===== src/rtl/uart_io_bridge.sv =====
// Bridge between a byte-wide valid/ready core channel pair and an 8N1 UART line.
// TX and RX paths are independent, each buffered by a FIFO_DEPTH-entry FIFO.
module uart_io_bridge #(
  parameter int CLK_PER_BIT = 868,
  parameter int FIFO_DEPTH  = 16
) (
  input  logic       clk,
  input  logic       nrst,
  input  logic [7:0] io_o_data,
  input  logic       io_o_valid,
  output logic       io_o_ready,
  output logic [7:0] io_i_data,
  output logic       io_i_valid,
  input  logic       io_i_ready,
  output logic       uart_tx,
  input  logic       uart_rx,
  output logic       rx_frame_err,
  output logic       rx_overrun
);

  localparam int AW = $clog2(FIFO_DEPTH);
  localparam int PW = AW + 1;
  localparam int CW = $clog2(CLK_PER_BIT);
  localparam logic [CW-1:0] BIT_LAST  = CW'(CLK_PER_BIT - 1);
  localparam logic [CW-1:0] HALF_LAST = CW'(CLK_PER_BIT / 2 - 1);

  typedef enum logic [1:0] {IDLE, START, DATA, STOP} state_t;

  logic [7:0]    tx_mem [FIFO_DEPTH];
  logic [PW-1:0] tx_wr, tx_rd;
  logic          tx_empty, tx_full, tx_push, tx_pop;
  state_t        tx_state;
  logic [CW-1:0] tx_cnt;
  logic [2:0]    tx_bit;
  logic [7:0]    tx_shift;

  assign tx_empty   = (tx_wr == tx_rd);
  assign tx_full    = (tx_wr[AW] != tx_rd[AW]) && (tx_wr[AW-1:0] == tx_rd[AW-1:0]);
  assign io_o_ready = ~tx_full & ~nrst;
  assign tx_push    = io_o_valid & io_o_ready;
  // Popping at the end of STOP chains frames with no idle gap.
  assign tx_pop     = ~tx_empty & ((tx_state == IDLE) |
                                   ((tx_state == STOP) & (tx_cnt == BIT_LAST)));

  // NOTE: the storage array has no reset; the pointers alone define which entries are valid.
  always_ff @(posedge clk) begin
    if (tx_push) tx_mem[tx_wr[AW-1:0]] <= io_o_data;
  end

  always_ff @(posedge clk) begin
    if (nrst) begin
      tx_wr <= '0;
      tx_rd <= '0;
    end else begin
      if (tx_push) tx_wr <= tx_wr + PW'(1);
      if (tx_pop)  tx_rd <= tx_rd + PW'(1);
    end
  end

  // uart_tx registers the bit of the current state, so the line lags the FSM by one cycle.
  always_ff @(posedge clk) begin
    if (nrst) begin
      tx_state <= IDLE;
      tx_cnt   <= '0;
      tx_bit   <= '0;
      tx_shift <= '0;
      uart_tx  <= 1'b1;
    end else begin
      uart_tx <= (tx_state == START) ? 1'b0 :
                 (tx_state == DATA)  ? tx_shift[0] : 1'b1;
      case (tx_state)
        IDLE: begin
          if (tx_pop) begin
            tx_shift <= tx_mem[tx_rd[AW-1:0]];
            tx_cnt   <= '0;
            tx_state <= START;
          end
        end
        START: begin
          if (tx_cnt == BIT_LAST) begin
            tx_cnt   <= '0;
            tx_bit   <= '0;
            tx_state <= DATA;
          end else tx_cnt <= tx_cnt + CW'(1);
        end
        DATA: begin
          if (tx_cnt == BIT_LAST) begin
            tx_cnt   <= '0;
            tx_shift <= {1'b0, tx_shift[7:1]};
            tx_bit   <= tx_bit + 3'd1;
            if (tx_bit == 3'd7) tx_state <= STOP;
          end else tx_cnt <= tx_cnt + CW'(1);
        end
        STOP: begin
          if (tx_cnt == BIT_LAST) begin
            tx_cnt <= '0;
            if (tx_pop) begin
              tx_shift <= tx_mem[tx_rd[AW-1:0]];
              tx_state <= START;
            end else tx_state <= IDLE;
          end else tx_cnt <= tx_cnt + CW'(1);
        end
        default: tx_state <= IDLE;
      endcase
    end
  end

  logic [1:0]    rx_sync;
  logic          rx_s, rx_prev;
  logic [7:0]    rx_mem [FIFO_DEPTH];
  logic [PW-1:0] rx_wr, rx_rd;
  logic          rx_empty, rx_full, rx_push, rx_pop, rx_stop_sample;
  state_t        rx_state;
  logic [CW-1:0] rx_cnt;
  logic [2:0]    rx_bit;
  logic [7:0]    rx_shift;
  logic          rx_err_wait;

  assign rx_s           = rx_sync[1];
  assign rx_empty       = (rx_wr == rx_rd);
  assign rx_full        = (rx_wr[AW] != rx_rd[AW]) && (rx_wr[AW-1:0] == rx_rd[AW-1:0]);
  assign io_i_valid     = ~rx_empty;
  assign io_i_data      = rx_empty ? 8'h00 : rx_mem[rx_rd[AW-1:0]];
  assign rx_pop         = io_i_valid & io_i_ready;
  assign rx_stop_sample = (rx_state == STOP) & ~rx_err_wait & (rx_cnt == BIT_LAST);
  // A simultaneous pop frees the head slot, so a full FIFO can still take the byte.
  assign rx_push        = rx_stop_sample & rx_s & (~rx_full | rx_pop);

  always_ff @(posedge clk) begin
    if (rx_push) rx_mem[rx_wr[AW-1:0]] <= rx_shift;
  end

  always_ff @(posedge clk) begin
    if (nrst) begin
      rx_sync <= 2'b11;
      rx_prev <= 1'b1;
      rx_wr   <= '0;
      rx_rd   <= '0;
    end else begin
      rx_sync <= {rx_sync[0], uart_rx};
      rx_prev <= rx_s;
      if (rx_push) rx_wr <= rx_wr + PW'(1);
      if (rx_pop)  rx_rd <= rx_rd + PW'(1);
    end
  end

  always_ff @(posedge clk) begin
    if (nrst) begin
      rx_state     <= IDLE;
      rx_cnt       <= '0;
      rx_bit       <= '0;
      rx_shift     <= '0;
      rx_err_wait  <= 1'b0;
      rx_frame_err <= 1'b0;
      rx_overrun   <= 1'b0;
    end else begin
      rx_frame_err <= 1'b0;
      rx_overrun   <= 1'b0;
      case (rx_state)
        IDLE: begin
          if (rx_prev & ~rx_s) begin
            rx_cnt   <= '0;
            rx_state <= START;
          end
        end
        START: begin
          if (rx_cnt == HALF_LAST) begin
            rx_cnt   <= '0;
            rx_bit   <= '0;
            rx_state <= rx_s ? IDLE : DATA;
          end else rx_cnt <= rx_cnt + CW'(1);
        end
        DATA: begin
          if (rx_cnt == BIT_LAST) begin
            rx_cnt   <= '0;
            rx_shift <= {rx_s, rx_shift[7:1]};
            rx_bit   <= rx_bit + 3'd1;
            if (rx_bit == 3'd7) rx_state <= STOP;
          end else rx_cnt <= rx_cnt + CW'(1);
        end
        STOP: begin
          // After a bad stop bit, hold here until the line returns high.
          if (rx_err_wait) begin
            if (rx_s) begin
              rx_err_wait <= 1'b0;
              rx_state    <= IDLE;
            end
          end else if (rx_cnt == BIT_LAST) begin
            rx_cnt <= '0;
            if (rx_s) begin
              rx_overrun <= rx_full & ~rx_pop;
              rx_state   <= IDLE;
            end else begin
              rx_frame_err <= 1'b1;
              rx_err_wait  <= 1'b1;
            end
          end else rx_cnt <= rx_cnt + CW'(1);
        end
        default: rx_state <= IDLE;
      endcase
    end
  end

endmodule


===== config.mk =====
export PLATFORM = sky130hd
export DESIGN_NAME = uart_io_bridge
export DESIGN_NICKNAME = d
export VERILOG_FILES = /design/src/rtl/uart_io_bridge.sv
export SDC_FILE = /design/constraint.sdc
export NUM_CORES = 1
export LEC_CHECK = 0
export ABC_CLOCK_PERIOD_IN_PS = 6600
export CAP_MARGIN = 20
export CELL_PAD_IN_SITES_DETAIL_PLACEMENT = 0
export CELL_PAD_IN_SITES_GLOBAL_PLACEMENT = 1
export CORE_ASPECT_RATIO = 0.8
export CORE_UTILIZATION = 25
export CTS_CLUSTER_SIZE = 40
export DETAILED_ROUTE_END_ITERATION = 12
export HOLD_SLACK_MARGIN = 0.15
export PLACE_DENSITY_LB_ADDON = 0.1
export SLEW_MARGIN = 20
export SYNTH_ARGS = -nofsm -noshare
export SYNTH_HDL_FRONTEND = slang
export SYNTH_SLANG_ARGS = --single-unit
export TNS_END_PERCENT = 5

===== constraint.sdc =====
create_clock -name clk -period 6.6 [get_ports clk]
set_input_delay 0.99 -clock clk [delete_from_list [all_inputs] [get_ports clk]]
set_output_delay 0.99 -clock clk [all_outputs]
set_load 0.1 [all_outputs]

==> results.tsv <==
stage	metric	value	unit
status	status	finished clean	
worst_setup_path	r2r-start	rx_cnt[0]	
power_and_ir_drop	power_frac_seq	44.1	%
cts	cts_tree	built	
timing	fin_crit	4.84	ns
worst_setup_path	criticalPathCategory	register to output pin	
power_and_ir_drop	power_switching	1.33	mW
timing	worst_slack	1.76	ns
placed_design	placed_area	15000	sq um
logic_synthesis	synth_top_flop_cell	edfxtp_1	
worst_setup_path	critPathTopFamily	buffers and inverters	
cts	cts_max_level	2	
floorplan	initial_utilization	25.5	%
final_layout	final_cell_mix	edfxtp_1 (256), nor2_1 (88), dfxtp_1 (78)	
floorplan	io_pins	26	
timing	final-setup-viol-count	0	
timing	relSlewSlack	34.8	%
worst_setup_path	cp_num_buf_inv	2	
final_layout	antenna_cells	0	
worst_setup_path	crit_fanout	20	
drt	routedWlPerCell	20.3	um
cts	root_buffer	clkbuf_16	
worst_setup_path	required	5.61	ns
final_layout	fin_area	16400	sq um
timing	fin_tns_setup	0	ns
global_routing	grt_max_degree	41	
logic_synthesis	synth_edf_count	256	
final_layout	drive_gt1_share	20.6	%
drt	dr.pass1.iters	4	
placed_design	dp_hpwl	20.6	mm
global_routing	grt_antenna_before_repair	0	
cts	clkLatencyLatePin	0.56	ns
timing	grt_setup_unrepaired	no	
logic_synthesis	synth_seq_area_share	67.4	%
power_and_ir_drop	clock_power_share	44.1	%
worst_setup_path	crit_chain	buf_4 -> mux4_2 -> mux4_2 -> nor2b_1 -> clkdlybuf4s50_1	
power_and_ir_drop	vdd_drop_max	156	uV
power_and_ir_drop	leakage	5.20	nW
timing	fin_skew	0.0178	ns
drt	drc	0	
worst_setup_path	cpMostUsedCell	mux4_2	
logic_synthesis	yosys_warnings	0	
floorplan	placementRows	76	
worst_hold_path	min_path_type	register to register	
cts	ctsHoldBuffers	0	
timing	fmax	0.207	GHz
logic_synthesis	synthArstFlopShare	0	%
timing	final-hold-violation-count	0	
drt	ant_nets	0	
timing	fin_crit_sh	73.3	%
logic_synthesis	syn_avg_cell_area	16.0	sq um
worst_setup_path	critical-path-max-stage-delay	0.97	ns
power_and_ir_drop	internal_power	4.00	mW
drt	route.met3.wl	963	um
worst_setup_path	endpoint_kind	output pin	
floorplan	dieWidth	265	um
cts	cts_setup_buffers	0	
cts	clk_pin_slew	0.06	ns
drt	totalWireLength	33.5	mm
final_layout	syn2layout_area_growth	18.6	%
worst_setup_path	cp_slowest_cell	clkdlybuf4s50_1	
drt	wirelength_met1	17.0	mm
global_routing	gr-total-overflow	0	
timing	whs	0.434	ns
power_and_ir_drop	p_sw_share	25.0	%
drt	vias	7384	
placed_design	port_buffers	25	
placed_design	dpl_worst_slack	2.26	ns
floorplan	core-area	54200	sq um
logic_synthesis	syn_area	13800	sq um
floorplan	die_y	212	um
logic_synthesis	synthCells	865	
logic_synthesis	syn-num-nets	901	
cts	cts_resized	0	
floorplan	dieArea	56200	sq um
final_layout	layout.nets	950	
final_layout	fillCellCount	5382	
global_routing	grt_pass1_wl	50.7	mm
drt	top_layer	met4	
logic_synthesis	synth-seq-cells	337	
global_routing	grt_pass1_vias	7610	
cts	cts_sinks	337	
global_routing	groute.usage.overall	12.3	%
power_and_ir_drop	power.density	326	nW/um^2
placed_design	gp_congestion	0.693	
final_layout	layout_commonest_cell	edfxtp_1	
flow_run	cap_viol_max_count	0	
drt	drtIter0Drc	421	
power_and_ir_drop	combPwrFrac	11.8	%
drt	met2_length	14.9	mm
worst_setup_path	crit_arrival	3.85	ns
cts	numCtsBuffers	39	
logic_synthesis	yosysUniqueCellTypes	66	
worst_setup_path	critPathLaunchType	register	
worst_hold_path	min_from	rx_sync[0]	
timing	maxSlewViolCount	0	
cts	cts_buffer_depth	3	
drt	viasPerCell	4.49	
timing	tightest_slew	0.976	ns
[layout make-up]
type                    count  area [sq um]  area share, %
clock buffers              41          1000           6.13
repair buffers             54           463           2.83
flip-flops and latches    337          9310           56.8
multi-input cells         470          4300           26.2
inverters                  12          45.0          0.275
clock inverters            30           385           2.35
well taps                 702           878           5.36
[sequential cells by signal, indices dropped and copies added, names as in the netlist, named ones only]
register / cells
rx_bit: 3
rx_cnt: 10
rx_err_wait: 1
rx_frame_err: 1
rx_mem: 128
rx_overrun: 1
rx_prev: 1
rx_rd: 5
rx_shift: 8
rx_state: 1
rx_sync: 2
rx_wr: 5
tx_bit: 3
tx_cnt: 10
tx_mem: 128
tx_rd: 5
tx_shift: 8
tx_state: 2
tx_wr: 5
uart_tx: 1
[power by group through the flow]
| stage | clock, mW | sequential, mW | combinational (mW) |
|---|---|---|---|
| floorplan | 0 | 2.40 | 0.456 |
| global placement | 0 | 2.40 | 0.652 |
| detailed placement | 0 | 2.40 | 0.647 |
| CTS | 2.43 | 2.35 | 0.648 |
| global route | 2.51 | 2.36 | 0.703 |
| finish | 2.35 | 2.35 | 0.631 |
[worst reg2reg max path: stages (launching register included)]
cell	delay [ns]
dfxtp_1	0.38
ha_1	0.34
nand4b_4	0.17
nor4_4	0.41
o2111a_2	0.36
nand2_1	0.14
nor2_1	0.59
buf_4	0.28
[per-stage QoR]
step	util (%)	power (mW)	cells
floorplan	-	2.86	865
global placement	27.7	3.05	1575
detailed placement	27.7	3.04	1575
CTS	30.2	5.43	1646
global route	30.2	5.57	1646
finish	30.2	5.34	1646
[routing by layer]
metal  vias up  GRT usage, %
li1       3472             -
met1      3774          17.6
met2        91          18.6
met3        47          2.41
met4         0          3.73
met5         -             0
[path summary, 6_finish.rpt]
kind                            cells past startpoint       endpoint  slack, ns
worst max-delay path                                5   io_i_data[0]       1.76
worst min-delay path                                1     rx_sync[1]       0.43
worst max register to register                      7  rx_mem[11][1]       3.65
worst min register to register                      1     rx_sync[1]       0.43
[synth_stat cells, types with 12 or more instances]
cell      number  area share (%)
mux2i_1       28             2.0
a211oi_1      14            0.76
edfxtp_1     256              56
nor2b_1       13            0.59
nor2_1        88             2.4
ha_1          23             2.1
clkbuf_1      29            0.79
nand2_1       28            0.76
nor3_1        20            0.72
nand2b_1      12            0.54
dfxtp_1       81              12
o21ai_0       13            0.47
mux4_2        72              12
a21oi_1       23            0.83
inv_1         12            0.33
xnor2_1       15            0.95
[kinds of logic (layout without fill, tap and decap cells)]
| group | after synthesis | in the layout | share of synthesized area [%] |
|---|---|---|---|
| buffers and inverters | 58 | 137 | 1.68 |
| multiplexers | 101 | 101 | 13.8 |
| adder cells (fa/ha/maj) | 23 | 23 | 2.08 |
| XOR/XNOR | 26 | 26 | 1.65 |
| AND/OR/NAND/NOR | 221 | 221 | 8.25 |
| AO/OA/AOI/OAI | 99 | 99 | 5.13 |
| flip-flops | 337 | 337 | 67.4 |
Power figures use the tool's default switching activity.
==> variant: new RTL, same flow settings <==
Reset style: asynchronous (`nrst`), changed in 4 clocked blocks.
--- a/src/rtl/uart_io_bridge.sv
+++ b/src/rtl/uart_io_bridge.sv
@@ -49,3 +49,3 @@
 
-  always_ff @(posedge clk) begin
+  always_ff @(posedge clk or posedge nrst) begin
     if (nrst) begin
@@ -60,3 +60,3 @@
   // uart_tx registers the bit of the current state, so the line lags the FSM by one cycle.
-  always_ff @(posedge clk) begin
+  always_ff @(posedge clk or posedge nrst) begin
     if (nrst) begin
@@ -132,3 +132,3 @@
 
-  always_ff @(posedge clk) begin
+  always_ff @(posedge clk or posedge nrst) begin
     if (nrst) begin
@@ -146,3 +146,3 @@
 
-  always_ff @(posedge clk) begin
+  always_ff @(posedge clk or posedge nrst) begin
     if (nrst) begin
Check against the original RTL: differs if nrst is asserted again (counterexample within 4 cycles, from zero or initial values and one cycle with nrst high); with nrst held inactive, the same outputs for 10 cycles.
==> variant against the unedited design <==
Critical path depth unchanged. Via count down 0.80%. Final area up 0.89%. Setup slack worse by 0.16 ns. Synthesized area up 2.5%. Sequential cell count down 8. Sequential share of layout area up 0.79 points. Routed wire length up 1.2%.
Power is not compared: it rests on default switching activity, and its combinational part moved more than twofold at a synthesized area within 25%.
==> variant: results (changes against the unedited design) <==
stage	metric	value	unit	change
critical_path	Worst R2R Setup Slack	2.97	ns	-0.68 ns
worst_hold_path	Hold Path Stages	0		-1
detailed_routing	drt initial violations	481		+14%
placed_design	cell count after placement	1591		+1.0%
critical_path	CP Data Arrival Time	4.01	ns	+0.16 ns
critical_path	worst-path maximum fanout	21		+5.0%
run_status	outcome	finished clean		
synth	Synthesized Nets	890		-1.2%
timing	Hold Slack	0.3668	ns	-0.06674 ns
placed_design	Area after DPL	15200	sq um	+1.4%
placed_design	Post-DP HPWL	21.79	mm	+5.9%
finish	nets@finish	918		-3.4%
finish	Filler cells	5490		+2.0%
global_route	gr usage total	12.16	%	-0.12 points
finish	Final Instance Area	16530	sq um	+0.89%
synth	register area share after synthesis	67.20	%	-0.17 points
detailed_routing	total routed wire length on the met1 layer	18.03	mm	+6.1%
critical_path	R2R depth	5		-2
placed_design	Place WS	2.060	ns	-0.1982 ns
synth	Synth cell types	64		-3.0%
synth	Avg Inst Size Synth	16.59	sq um	+3.8%
critical_path	worst reg2reg startpoint	rx_rd[0]		
finish	layout cell share with drive strength beyond 1	19.06	%	-1.5 points
critical_path	CP peak stage delay	1.00	ns	+0.03 ns
finish	Post-Layout Cell Count	1663		+1.0%
detailed_routing	Vias	7325		-0.80%
placed_design	GPL Wtd Cong	0.6896		-0.50%
synth	share of flip-flops with an asynchronous set or reset	22.19	%	+22 points
critical_path	Reg-to-Reg End	rx_mem[0][5]		
detailed_routing	WL met3	1.032	mm	+7.2%
global_route	largest net degree at the start of global routing	68		+66%
global_route	vias in the first global route	7749		+1.8%
synth	Commonest cells post-synth	256 x edfxtp_1, 69 x dfrtp_1, 66 x mux4_2, 65 x nand2_1, 25 x o21ai_0		
worst_hold_path	Hold Startpoint	rx_sync[0]		
synth	Post-synth EDFFs	256		unchanged
timing	Clock Skews	0.03499	ns	+0.01724 ns
detailed_routing	met2 routed WL	14.06	mm	-5.4%
global_route	first-pass GRT wire length	52.11	mm	+2.8%
worst_hold_path	Hold EP	rx_sync[1]		
timing	Worst-Margin Slew	1.033	ns	+0.05763 ns
## variant: changes by cell type after synthesis, moves of 13 or more
| cell | delta |
|---|---|
| a211oi_1 | -14 |
| and2_1 | +13 |
| dfrtp_1 | +69 |
| dfxtp_1 | -81 |
| nand2_1 | +37 |
| nand3_1 | +13 |
| nor2_1 | -64 |
## variant: metal layers
layer / vias up / track usage, %
li1: 3389 / -
met1: 3785 / 19.09
met2: 100 / 16.64
met3: 51 / 2.040
met4: 0 / 4.000
met5: - / 0
## variant: worst max-delay path by stage
stage	depth (start not counted)	endpoint	slack, ns	start
5_1_grt	6	io_i_data[4]	1.24	rx_rd[0]
3_3_place_gp	5	io_i_data[4]	2.12	rx_rd[0]
6_report	5	io_i_data[4]	1.60	rx_rd[0]
4_1_cts	6	io_i_data[4]	1.43	rx_rd[0]
3_5_place_dp	6	io_i_data[4]	2.06	rx_rd[0]
2_1_floorplan	5	tx_mem[3][0]	2.64	nrst
## variant: logic make-up after synthesis
logic type	after synthesis	synth area share, %
AND/OR/NAND/NOR	201	7.959
flip-flops	329	67.20
buffers and inverters	68	2.447
multiplexers	101	13.06
adder cells (fa/ha/maj)	23	2.032
AO/OA/AOI/OAI	99	5.256
XOR/XNOR	33	2.040
## variant: layout make-up
type / instances / area share (%)
Sequential cell: 329 / 57.62
Multi-Input combinational cell: 457 / 26.25
Clock buffer: 53 / 6.653
Tap cell: 750 / 5.676
Timing Repair Buffer: 34 / 1.922
Clock inverter: 19 / 1.393
Inverter: 21 / 0.4844
## variant: where the power goes
| part | total, W | internal, W | switching [W] |
|---|---|---|---|
| registers | 0.00264 | 0.00237 | 0.000270 |
| logic | 0.00179 | 0.000755 | 0.00103 |
| clock network | 0.00222 | 0.00133 | 0.000884 |
| total | 0.00665 | 0.00446 | 0.00219 |
